[src/rtl/dmem_bus_if.sv]
// dmem_bus_if: data-memory stage that turns datapath loads/stores into req/ack word-bus transactions.
// Holds the datapath with stall until the access retires and flags misaligned, erroring or timed-out accesses.
module dmem_bus_if #(
    parameter int AW      = 32,
    parameter int DW      = 32,
    parameter int TIMEOUT = 255
) (
    input  logic          clk,
    input  logic          reset,
    input  logic          memread,
    input  logic          memwrite,
    input  logic [AW-1:0] addr,
    input  logic [DW-1:0] writedata,
    output logic [DW-1:0] readdata,
    output logic          stall,
    output logic          err,
    input  logic          err_clr,
    output logic          bus_req,
    output logic          bus_we,
    output logic [AW-1:0] bus_addr,
    output logic [DW-1:0] bus_wdata,
    input  logic          bus_ack,
    input  logic          bus_err,
    input  logic [DW-1:0] bus_rdata
);
    typedef enum logic [1:0] {IDLE, REQ, DONE} state_t;
    localparam logic [7:0] LP_TMAX = 8'(TIMEOUT - 1);
    state_t        r_state, w_next;
    logic [7:0]    r_cnt;
    logic          r_req, r_we, r_err;
    logic [AW-1:0] r_addr;
    logic [DW-1:0] r_wdata, r_readdata;
    logic          w_access, w_misalign, w_start, w_misload, w_timeout, w_finish, w_ok, w_err_set;
    assign w_access   = memread | memwrite;
    assign w_misalign = addr[1:0] != 2'b00;
    assign w_start    = (r_state == IDLE) & w_access & ~w_misalign;
    assign w_misload  = (r_state == IDLE) & w_access & w_misalign & ~memwrite;
    assign w_timeout  = r_cnt == LP_TMAX;
    // an ack in the timeout cycle still completes normally
    assign w_finish   = (r_state == REQ) & (bus_ack | w_timeout);
    assign w_ok       = bus_ack & ~bus_err;
    assign w_err_set  = ((r_state == IDLE) & w_access & w_misalign) | (w_finish & ~w_ok);
    assign stall      = ((r_state == IDLE) & w_access) | (r_state == REQ);
    assign readdata   = r_readdata;
    assign err        = r_err;
    assign bus_req    = r_req;
    assign bus_we     = r_we;
    assign bus_addr   = r_addr;
    assign bus_wdata  = r_wdata;
    always_ff @(posedge clk or negedge reset) begin
        if (!reset) r_state <= IDLE;
        else        r_state <= w_next;
    end
    always_comb begin
        w_next = r_state;
        case (r_state)
            IDLE:    w_next = w_access ? (w_misalign ? DONE : REQ) : IDLE;
            REQ:     w_next = w_finish ? DONE : REQ;
            default: w_next = IDLE;
        endcase
    end
    always_ff @(posedge clk or negedge reset) begin
        if (!reset) begin
            r_cnt      <= '0;
            r_req      <= 1'b0;
            r_we       <= 1'b0;
            r_addr     <= '0;
            r_wdata    <= '0;
            r_readdata <= '0;
            r_err      <= 1'b0;
        end else begin
            if (w_start) begin
                r_req   <= 1'b1;
                r_we    <= memwrite;
                r_addr  <= {addr[AW-1:2], 2'b00};
                r_wdata <= writedata;
                r_cnt   <= '0;
            end
            if (r_state == REQ) begin
                r_cnt <= r_cnt + 8'd1;
                if (w_finish) begin
                    r_req <= 1'b0;
                    if (!r_we) r_readdata <= w_ok ? bus_rdata : '0;
                end
            end
            if (w_misload) r_readdata <= '0;
            r_err <= w_err_set | (r_err & ~err_clr);
        end
    end
endmodule

[config.mk]
export PLATFORM = sky130hd
export DESIGN_NAME = dmem_bus_if
export DESIGN_NICKNAME = d
export VERILOG_FILES = /design/src/rtl/dmem_bus_if.sv
export SDC_FILE = /design/constraint.sdc
export NUM_CORES = 1
export LEC_CHECK = 0
export BUFFER_PORTS_ARGS = -buffer_cell sky130_fd_sc_hd__buf_2
export CAP_MARGIN = 10
export CORE_ASPECT_RATIO = 1.2
export CORE_MARGIN = 1.5
export CORE_UTILIZATION = 30
export DETAILED_ROUTE_END_ITERATION = 10
export GPL_TIMING_DRIVEN = 1
export PLACE_DENSITY = 0.59
export SLEW_MARGIN = 20
export SYNTH_ARGS = -nofsm -noshare
export SYNTH_HDL_FRONTEND = slang
export SYNTH_SLANG_ARGS = --single-unit
[constraint.sdc]
create_clock -name clk -period 2 [get_ports clk]
set_clock_uncertainty 0.2 [all_clocks]
set_input_delay 0.4 -clock clk [delete_from_list [all_inputs] [get_ports clk]]
set_output_delay 0.4 -clock clk [all_outputs]
set_load 0.02 [all_outputs]
==> out/metrics.yaml <==
antenna_found_initial: 0
clockPowerShare: 0.252
mostFrequentLayoutCell: "buf_2"
cts-root-buf: "clkbuf_16"
powerDensity_nw_per_um2: 1366
cts_buffers: 9
layout-drive-gt1-share: 0.5842
synth.area.top_cells: "dfrtp_1 (64%), mux2_2 (17%), a22o_1 (4.2%)"
r2r_cells: 5
yosys.area_share.simple: 0.05043
dr.pass1.iters: 3
critPathMaxFanout: 10
min_from: "bus_rdata[3]"
clk_path_buf_depth: 2
peakVddDrop_mv: 0.7068
avgRoutedWirePerCell_um: 15.36
ys_types: 34
p_sw_frac: 0.3547
drc: 0
grt_first_pass_wirelength_um: 16530
crit_path_start_kind: "flip-flop"
multi_input_area_sq_um: 1426
status: "finished, final reports clean"
h-tree-depth: 3
p_switching_uw: 2800
critPathKind: "flip-flop to output port"
rows: 47
synth_edf_count: 0
r2r_end: "readdata[26]$_DFFE_PN0P_"
fin_nets: 605
synth_warnings: 0
cts_sinks: 107
cts_tree: "built"
synthArstFlopShare: 1.000
pwr-share-seq: 0.411
antennaDiodeCount: 0
grt_max_degree: 108
vias_per_cell: 4.679
yosysTopAreaCell: "dfrtp_1"
postPlaceCellArea_sq_um: 5424
crit_required_ps: 1400
routed_wirelength_um: 10380
area_delta_synth_final_pct: 37.78
highest_layer: "met4"
worstSkewPairLatency_ps: 350
min_path_type: "primary input to flip-flop"
slew_headroom: 0.6130
syn_area_sq_um: 4193
tns_ps: 0
stdcell_count: 676
seq_area_frac_synth: 0.6386
seqCellArea_sq_um: 2678
grt_overflow: 0
placedCellCount: 659
rr_startpoint: "r_state[1]$_DFF_PN0_"
r2r_slack_ps: 100
setup_slack_ps: 64.70
dieWidth_um: 110.9
critPathCaptureType: "output port"
boundaryPins: 203
synth_compound_area_frac: 0.1033
synth_top_family_by_area: "multiplexers"
coreArea_sq_um: 13700
numPortBuffers: 200
dieArea_sq_um: 14700
post_cts_buffers: 0
place.gp.congestion: 0.7767
period_share: 0.9677
wl_met2_um: 5264
yosys.area_share.xor_xnor: 0
fin_crit_ps: 1935
final_cell_mix: "buf_2 (199), dfrtp_1 (107), mux2_2 (63)"
muxShareOfSynthArea: 0.1740
synth.ff_latch_count: 107
rsz0062_at_grt: "false"
synthAdderAreaFrac: 0.005968
avgSynthCellArea_sq_um: 14.07
clk_pin_slew_ps: 80
postSynthCellCount: 298
vias: 3163
setup_viol: 0
fillers: 1335
dieHeight_um: 132.5
dr_wl_met3_um: 757
power.internal_uw: 5093
p_leak_uw: 0.002929
arrival_ps: 1340
antenna_left: 0
min_path_cells: 2
synth_flop_cell: "dfrtp_1"
comb_power_share: 0.337
min_delay_worst_endpoint: "readdata[3]$_DFFE_PN0P_"
initial_core_util: 0.3060
synth.top_cell.area_share: 0.6386
drv_cap: 0
track_usage: 0.1415
drt_iter0_markers: 131
hpwl_um: 7385
m1WireLength_um: 4066
design_area_sq_um: 5777
tightest_slew_ps: 580.4
drv_slew: 0
clock.fmax_mhz: 516.7
grt_pass1_vias: 3426
fin_util: 0.4216
place_ws_ps: 48.35
finalHoldViolations: 0
-- power groups by stage --
stage	clock network (uW)	logic (uW)	registers [uW]
final	1990	2660	3240
after global routing	2140	2830	3330
after CTS	2060	2700	3250
after detailed placement	0	2690	3270
after global placement	0	2640	3250
after floorplan	0	804	4080
-- layout make-up --
type                       count  area share
tap                          171     0.03704
multi-input combinational    172      0.2469
timing repair buffer         209      0.1945
sequential                   107      0.4635
clock buffer                   9     0.03899
inverter                       1   0.0006498
clock inverter                 7     0.01841
-- how the worst max path moves through the flow --
stage / startpoint / end / slack (ps) / cells after the start
floorplan: bus_we$_DFFE_PN0P_ / readdata[0]$_DFFE_PN0P_ / 250 / 4
detailed placement: addr[1] / readdata[4]$_DFFE_PN0P_ / 50 / 5
finish: r_state[1]$_DFF_PN0_ / stall / 60 / 3
global placement: addr[1] / readdata[5]$_DFFE_PN0P_ / 110 / 5
CTS: r_state[1]$_DFF_PN0_ / stall / 50 / 3
global route: r_state[0]$_DFF_PN0_ / stall / 0.3 / 4
-- stage by stage --
step           hold WS (ps)  power [uW]
3_5_place_dp          276.9        5963
4_1_cts               51.89        8006
5_1_grt               55.80        8302
3_3_place_gp          278.5        5882
2_1_floorplan        -95.59        4880
6_report              71.44        7893
-- cell usage after synthesis, types with 3 or more instances --
| cell type | n |
|---|---|
| dfrtp_1 | 107 |
| nand3_1 | 3 |
| clkbuf_1 | 5 |
| buf_2 | 9 |
| a22o_1 | 20 |
| a21oi_1 | 18 |
| nor2_1 | 3 |
| mux2_2 | 63 |
| buf_4 | 3 |
| nand2_1 | 19 |
| o21a_1 | 3 |
| o21ai_0 | 16 |
-- per-layer routing --
metal,up-vias,global-route usage
met5,-,0
met4,0,0.08048
met3,19,0.04627
met2,117,0.2445
met1,1568,0.1520
li1,1459,-
-- sequential cells by signal, summed over array words and instances, names as in the netlist --
signal and flops:
readdata 32, bus_req 1, bus_we 1, r_cnt 8, r_state 2, bus_addr 30
err 1, bus_wdata 32
-- worst max-delay path, cell delays in order (launching register included) --
cell and delay [ps]:
dfrtp_1 440, or2b_4 320, nand2_1 70, buf_2 160
-- cell families (layout without fill, tap and decap cells) --
group / Yosys count / count (layout)
mux: 65 / 65
compound gates: 64 / 64
fa+ha+maj: 2 / 2
flops: 107 / 107
simple gates: 39 / 39
other cells: 1 / 2
buf+inv: 20 / 226
-- repair_timing --
item                                   in CTS  in global routing
setup endpoints to repair                   1                  0
resized for setup                           4                  0
hold buffers                                1                  0
endpoints found under the hold margin     107                  0
(Power assumes the default switching activity.)
